### config.mk
export PLATFORM = sky130hd
export DESIGN_NAME = shift_add_mult
export DESIGN_NICKNAME = d
export VERILOG_FILES = /design/src/rtl/mult_pkg.sv /design/src/rtl/mult_acc_shift.sv /design/src/rtl/shift_add_mult.sv
export SDC_FILE = /design/constraint.sdc
export NUM_CORES = 1
export LEC_CHECK = 0
export ABC_AREA = 0
export ABC_CLOCK_PERIOD_IN_PS = 4400
export CAP_MARGIN = 20
export CORE_ASPECT_RATIO = 1.1
export CORE_MARGIN = 2
export CORE_UTILIZATION = 56
export DETAILED_ROUTE_END_ITERATION = 12
export MAX_ROUTING_LAYER = met4
export PLACE_DENSITY_LB_ADDON = 0.08
export SLEW_MARGIN = 20
export SYNTH_ARGS = -nofsm -noshare
export SYNTH_HDL_FRONTEND = slang
export SYNTH_HIERARCHICAL = 1
export SYNTH_SLANG_ARGS = --single-unit
### constraint.sdc
create_clock -name Clk -period 4.4 [get_ports Clk]
set_input_delay 0.88 -clock Clk [delete_from_list [all_inputs] [get_ports Clk]]
set_output_delay 0.88 -clock Clk [all_outputs]
set_load 0.02 [all_outputs]
### src/rtl/mult_pkg.sv
// Shared types and constants for the sequential shift-add multiplier.
package mult_pkg;

  typedef enum logic [1:0] {
    IDLE = 2'd0,
    RUN  = 2'd1,
    DONE = 2'd2
  } mult_state_t;

  localparam int MULT_N = 8;

endpackage

### src/rtl/mult_acc_shift.sv
// Accumulator for the shift-add multiplier: N+1-bit partial sum over N remaining multiplier bits.
// One add-and-shift per cycle when step is high; init loads the multiplier.
module mult_acc_shift import mult_pkg::*; #(
  parameter int N = MULT_N
) (
  input  logic             clk,
  input  logic             rst,
  input  logic             init,
  input  logic             step,
  input  logic [N-1:0]     mplier,
  input  logic [N-1:0]     mc,
  output logic [2*N-1:0]   acc_lo
);

  logic [2*N:0] acc_q;
  logic [2*N:0] acc_d;
  logic [N:0]   sum;

  // The add is N+1 bits wide so the carry lands in the top bit before the shift.
  assign sum = acc_q[2*N:N] + {1'b0, mc};

  always_comb begin
    acc_d = acc_q;
    if (init) begin
      acc_d = {{(N+1){1'b0}}, mplier};
    end else if (step) begin
      if (acc_q[0]) begin
        acc_d = {sum, acc_q[N-1:0]} >> 1;
      end else begin
        acc_d = acc_q >> 1;
      end
    end
  end

  always_ff @(posedge clk or posedge rst) begin
    if (rst) begin
      acc_q <= '0;
    end else begin
      acc_q <= acc_d;
    end
  end

  assign acc_lo = acc_q[2*N-1:0];

endmodule

### src/rtl/shift_add_mult.sv
// Sequential unsigned N x N multiplier; Done pulses N+2 cycles after St is accepted.
// Iteration count comes from an external counter via Load/K; St is ignored while busy.
module shift_add_mult import mult_pkg::*; #(
  parameter int N = MULT_N
) (
  input  logic             Clk,
  input  logic             rst,
  input  logic             St,
  input  logic [N-1:0]     Mplier,
  input  logic [N-1:0]     Mcand,
  input  logic             K,
  output logic             Load,
  output logic             Busy,
  output logic             Done,
  output logic [2*N-1:0]   Product
);

  mult_state_t     state_q, state_d;
  logic [N-1:0]    mc_q, mc_d;
  logic            load_q, load_d;
  logic            busy_q, busy_d;
  logic            done_q, done_d;
  logic [2*N-1:0]  product_q, product_d;
  logic            acc_init;
  logic            acc_step;
  logic [2*N-1:0]  acc_prod;

  mult_acc_shift #(.N(N)) u_acc (
    .clk    (Clk),
    .rst    (rst),
    .init   (acc_init),
    .step   (acc_step),
    .mplier (Mplier),
    .mc     (mc_q),
    .acc_lo (acc_prod)
  );

  always_comb begin
    state_d   = state_q;
    mc_d      = mc_q;
    load_d    = load_q;
    busy_d    = busy_q;
    done_d    = done_q;
    product_d = product_q;
    acc_init  = 1'b0;
    acc_step  = 1'b0;
    case (state_q)
      IDLE: begin
        if (St) begin
          acc_init = 1'b1;
          mc_d     = Mcand;
          load_d   = 1'b1;
          busy_d   = 1'b1;
          state_d  = RUN;
        end
      end
      RUN: begin
        // Load is a single-cycle pulse even if the counter reports K immediately.
        load_d = 1'b0;
        if (K) begin
          product_d = acc_prod;
          done_d    = 1'b1;
          state_d   = DONE;
        end else begin
          acc_step = 1'b1;
        end
      end
      DONE: begin
        done_d  = 1'b0;
        busy_d  = 1'b0;
        state_d = IDLE;
      end
      default: begin
        state_d = IDLE;
      end
    endcase
  end

  always_ff @(posedge Clk or posedge rst) begin
    if (rst) begin
      state_q   <= IDLE;
      mc_q      <= '0;
      load_q    <= 1'b0;
      busy_q    <= 1'b0;
      done_q    <= 1'b0;
      product_q <= '0;
    end else begin
      state_q   <= state_d;
      mc_q      <= mc_d;
      load_q    <= load_d;
      busy_q    <= busy_d;
      done_q    <= done_d;
      product_q <= product_d;
    end
  end

  assign Load    = load_q;
  assign Busy    = busy_q;
  assign Done    = done_q;
  assign Product = product_q;

endmodule

==> qor.yml, run 1 <==
sta:
  drv_slew: 0
  worstMarginPinSlew_ns: 0.754
  post-route-period-util: 0.598
  setup_viol: 0
  skew_ns: 0.00611
  fmax_mhz: 380
  rsz0062_at_grt: "no"
  finalCriticalPeriod_ns: 2.63
  fin_setup_tns_ns: 0
  fin_ws_ns: 1.77
  relSlewSlack: 0.495
  hold_viol_final: 0
placement:
  port-buffer-count: 38
  placedCellCount: 269
  dp_slack_ns: 1.49
  routabilityCongestion: 0.905
  dp_hpwl_um: 2890
run:
  maxCapViolations: 0
power:
  ir_drop_uv: 439
  power.leakage_nw: 1.23
  p_per_area_nw_per_um2: 697
cells_and_area:
  nFillCells: 290
  diodes: 0
  area_growth_pct: 22.4
  fin_nets: 253
  drive_above_1_share: 0.178
  final_cells: 277
clocking:
  cts_resized: 0
  htreeDepth: 2
  cts_buffer_depth: 2
  clock-sinks: 45
  path_clk_slew_ns: 0.08
  cts_tree: "built"
  cts_made_buffers: 5
  cts-root-buf: "clkbuf_8"
  postCtsHoldBufs: 0
  clkLatencyLatePin_ns: 0.30
  cts_setup_buffers: 0
critical_path:
  path_class: "in2reg"
  crit_buf_inv: 1
  path_cells: "clkdlybuf4s50_1, nor3b_2, nand2_1, or2_2, o32ai_1"
  r2r_slack_ns: 2.25
  critPathTopFamily: "simple AND/OR/NAND/NOR gates"
  crit_slowest_cell: "nor3b_2"
  worstPathRequired_ns: 4.60
  worstPathMaxFanout: 13
  crit_arrival_ns: 2.83
  endpoint_kind: "flop"
  critPathMaxStageDelay_ns: 0.66
  start_kind: "input port"
die:
  dieArea_um2: 4550
  die_x_um: 64.5
  fp-row-count: 24
  core_area_um2: 3900
  initial_utilization: 0.577
  ios: 39
  die_h_um: 70.5
global_routing:
  grt.overflow.total: 0
  grt_pass1_wl_um: 7190
  grt_max_degree: 35
  grt_pass1_vias: 1596
  grt_antenna_before_repair: 0
  track_usage: 0.211
logic_synthesis:
  ys_seq_area_frac: 0.500
  synthFlopType: "dfrtp_1"
  mappedNetlistNets: 216
  ys.warnings.count: 6
  ys_top_cells_by_area: "dfrtp_1, mux2_2, mux2_4"
  yosys.area.top_type: "dfrtp_1"
  async_reset_ff_frac: 1.00
  synth-edff-count: 0
  synth-seq-cells: 45
  postSynthCellCount: 187
  synth_top_area_frac: 0.500
  synth_area_um2: 2250
  avgSynthCellArea_um2: 12.0
  synth_most_common_cell: "dfrtp_1"
  yosys-top-cells-count: "dfrtp_1, mux2_2, mux2i_1"
  ys_types: 39
routing:
  drt_pass1_iterations: 4
  via_per_inst: 5.53
  drt_iter0_markers: 94
  drt-total-wl_um: 4160
  wl_per_cell_um: 15.0
  num_vias: 1533
  drc: 0
  drtAntennaViolNets: 0
worst_hold_path:
  worst_hold_path_type: "reg2reg"
run_status:
  status: "completed"
-- metrics by stage --
stage / power (W) / cell area, um^2 / hold WS (ns) / util
floorplan: 0.00138 / 2250 / 0.487 / -
global placement: 0.00163 / 2670 / 0.483 / 0.683
detailed placement: 0.00167 / 2670 / 0.495 / 0.683
CTS: 0.00193 / 2760 / 0.514 / 0.706
global route: 0.00206 / 2760 / 0.530 / 0.706
finish: 0.00192 / 2760 / 0.511 / 0.706
-- final timing paths --
kind,depth (start not counted),end,startpoint
worst max-delay path,5,u_acc/acc_q[13],K
worst min-delay path,1,Product[7],Product[7]
worst max register to register,4,u_acc/acc_q[13],state_q[0]
worst min register to register,1,Product[7],Product[7]
max in group asynchronous,2,u_acc/acc_q[12],rst
min in group asynchronous,2,Product[6],rst
-- placed cells by master (no fill, tap or decap), drive strengths merged, types with 3 or more instances in the layout --
cell | Yosys | routed
a211oi | 4 | 4
dfrtp | 45 | 45
nor2 | 7 | 7
a21oi | 6 | 6
ha | 8 | 8
mux2i | 13 | 13
nand2b | 3 | 3
nand2 | 12 | 12
nand3 | 3 | 3
clkdlybuf4s50 | 0 | 38
nor2b | 3 | 3
o21a | 3 | 3
a31oi | 4 | 4
o21ai | 12 | 12
nand3b | 3 | 3
clkbuf | 6 | 5
mux2 | 24 | 24
inv | 7 | 8
-- report_power, final --
| part | internal (W) | switching [W] | leakage, nW |
|---|---|---|---|
| Combinational | 0.000491 | 0.000428 | 0.626 |
| Clock | 0.000113 | 0.000141 | 0.0445 |
| Sequential | 0.000592 | 0.000157 | 0.563 |
| Total | 0.00120 | 0.000726 | 1.23 |
-- final cells by class --
class / instances / area, um^2 / share of cell area
clock buffer: 5 / 68.8 / 0.0250
clock inverter: 3 / 21.3 / 0.00772
sequential: 45 / 1130 / 0.409
inverter: 7 / 26.3 / 0.00953
tap: 52 / 65.1 / 0.0236
timing repair buffer: 40 / 395 / 0.143
multi-input combinational: 125 / 1050 / 0.382
-- flip-flops by register name, summed over array words and instances (netlist names) --
register and cells:
state_q 2, Busy 1, Product 16, Load 1
mc_q 8, Done 1, u_acc/acc_q 16
-- per-layer routing --
layer / up-vias / track usage / wire, um
met5: - / - / 0
met4: 0 / 0.0615 / 55
met3: 5 / 0.0499 / 148
met2: 34 / 0.347 / 2050
met1: 764 / 0.261 / 1910
li1: 730 / - / -
-- cells by family after synthesis --
group / synth area share
xor+xnor: 0.0156
simple gates: 0.0944
fa+ha+maj: 0.0533
flops: 0.500
buf+inv: 0.0372
mux: 0.193
compound gates: 0.107
No activity file was read; power rests on OpenSTA's default activity.
==> run 2, diff against run 1 <==
--- a/config.mk
+++ b/config.mk
@@ -6,11 +6,11 @@
 export NUM_CORES = 1
 export LEC_CHECK = 0
 export ABC_AREA = 0
-export ABC_CLOCK_PERIOD_IN_PS = 4400
+export ABC_CLOCK_PERIOD_IN_PS = 2690
 export CAP_MARGIN = 20
 export CORE_ASPECT_RATIO = 1.1
 export CORE_MARGIN = 2
-export CORE_UTILIZATION = 56
+export CORE_UTILIZATION = 52
 export DETAILED_ROUTE_END_ITERATION = 12
 export MAX_ROUTING_LAYER = met4
 export PLACE_DENSITY_LB_ADDON = 0.08
==> constraint.sdc (replaced) <==
create_clock -name Clk -period 2.69 [get_ports Clk]
set_input_delay 0.538 -clock Clk [delete_from_list [all_inputs] [get_ports Clk]]
set_output_delay 0.538 -clock Clk [all_outputs]
set_load 0.02 [all_outputs]
==> qor.yml, run 2 (synthesis results as in run 1) <==
critical_path:
  worstPathMaxFanout: 4  # -9
  critPathMaxStageDelay_ns: 0.44  # -0.22 ns
  crit_arrival_ns: 2.26  # -0.57 ns
  r2r_cells: 8  # +4
  r2r_start: "u_acc/acc_q[8]"
  rr_endpoint: "u_acc/acc_q[13]"
  path_cells: "ha_1, inv_1, fa_1, nor2b_4, o31a_1, o21a_1, nor3_1, o32ai_1"
  crit_buf_inv: 1  # unchanged
  worstPathRequired_ns: 2.88  # -1.72 ns
  cp.depth: 8  # +3
  critPathLaunch: "u_acc/acc_q[8]"
  path_class: "reg2reg"
  crit_slowest_cell: "fa_1"
  start_kind: "flop"
  critPathTopFamily: "adder cells"
  endpoint_kind: "flop"
  r2r_slack_ns: 0.62  # -1.63 ns
routing:
  wl_per_cell_um: 15.5  # +3.4%
  drt_iter0_markers: 70  # -26%
  num_vias: 1543  # +0.65%
  via_per_inst: 5.53  # about the same
  drtAntennaViolNets: 0  # unchanged
  drt-total-wl_um: 4340  # +4.1%
  drc: 0  # unchanged
  drt_pass1_iterations: 4  # unchanged
die:
  die_x_um: 66.8  # +3.5%
  die_h_um: 73.0  # +3.6%
  fp-row-count: 25  # +4.2%
  core_area_um2: 4220  # +8.2%
  dieArea_um2: 4870  # +7.2%
  initial_utilization: 0.533  # -0.0436
  ios: 39  # unchanged
cells_and_area:
  fin_nets: 255  # +0.79%
  finalInstanceArea_um2: 2760  # about the same
  area_growth_pct: 22.4  # about the same
  final_cell_mix: "dfrtp_1, clkdlybuf4s50_1, mux2_2"
  drive_above_1_share: 0.173  # -0.00444
  final_cells: 279  # +0.72%
  diodes: 0  # unchanged
  layout_commonest_cell: "dfrtp_1"
sta:
  post-route-period-util: 0.770
  finalCriticalPeriod_ns: 2.07
  hold_viol_final: 0  # unchanged
  fin_ws_ns: 0.619  # -1.15 ns
  fin_setup_tns_ns: 0  # unchanged
  drv_slew: 0  # unchanged
  skew_ns: 0.00484  # -0.00127 ns
  relSlewSlack: 0.563  # +0.0672
  fmax_mhz: 483
  worstMarginPinSlew_ns: 0.656  # -0.0982 ns
  setup_viol: 0  # unchanged
  rsz0062_at_grt: "no"
power:
  p_per_area_nw_per_um2: 1130  # +62%
  design_power_total_w: 0.00312  # +62%
  power.leakage_nw: 1.24  # +0.52%
  ir_drop_uv: 517  # +18%
worst_hold_path:
  hold_end: "Product[4]"
  hp-start: "Product[4]"
  whs_path_depth: 1  # unchanged
  worst_hold_path_type: "reg2reg"
global_routing:
  grt.overflow.total: 0  # unchanged
  grt_pass1_wl_um: 7410  # +3.1%
  track_usage: 0.206  # -0.00579
  grt_max_degree: 25  # -29%
  grt_antenna_before_repair: 0  # unchanged
  grt_pass1_vias: 1630  # +2.1%
clocking:
  path_clk_slew_ns: 0.08  # about the same
  cts_tree: "built"
  postCtsHoldBufs: 0  # unchanged
  cts_buffer_depth: 2  # unchanged
  cts-root-buf: "clkbuf_8"
  cts_made_buffers: 5  # unchanged
  clkLatencyLatePin_ns: 0.29  # about the same
  htreeDepth: 2  # unchanged
  cts_resized: 0  # unchanged
  cts_setup_buffers: 0  # unchanged
  clock-sinks: 45  # unchanged
placement:
  dp_slack_ns: 0.487  # -0.998 ns
  dpl-instance-area_um2: 2680  # +0.66%
  dp_hpwl_um: 3180  # +10%
  port-buffer-count: 38  # unchanged
  routabilityCongestion: 0.827  # -8.7%
  placedCellCount: 273  # +1.5%
run_status:
  status: "completed"
run:
  maxCapViolations: 0  # unchanged
==> run 2: changes by cell type in the layout (fill, tap and decap cells not counted), sizes merged <==
cell,change
buf,+2
inv,-1
clkinvlp,-1
==> run 2: layout make-up <==
class,count,area [um^2]
Clock inverter,1,5.00
Fill cell,348,1470
Clock buffer,5,68.8
Sequential cell,45,1130
Timing Repair Buffer,42,410
Multi-Input combinational cell,125,1050
Tap cell,54,67.6
Inverter,7,26.3
==> run 2: worst max path at each step <==
| stage | to | slack [ns] |
|---|---|---|
| 2_1_floorplan | u_acc/acc_q[13] | 0.89 |
| 6_report | u_acc/acc_q[13] | 0.62 |
| 3_5_place_dp | mc_q[0] | 0.49 |
| 5_1_grt | u_acc/acc_q[13] | 0.53 |
| 4_1_cts | u_acc/acc_q[13] | 0.63 |
| 3_3_place_gp | mc_q[0] | 0.49 |
==> run 2: through the flow <==
step	hold WS, ns	utilization
after global routing	0.527	0.653
after global placement	0.484	0.636
after CTS	0.511	0.653
after detailed placement	0.493	0.636
final	0.511	0.653
after floorplan	0.452	-
==> run 2: report_power, final <==
part,total (W),internal (W),switching [W]
Combinational,0.00151,0.000812,0.000697
Sequential,0.00122,0.000969,0.000253
Clock,0.000387,0.000171,0.000216
==> run 2: routing by layer <==
metal / GRT usage / wire (um) / vias up
met5: - / 0 / -
met4: 0.0476 / 42 / 0
met2: 0.342 / 2230 / 33
met1: 0.256 / 1890 / 768
li1: - / - / 737
met3: 0.0463 / 169 / 5
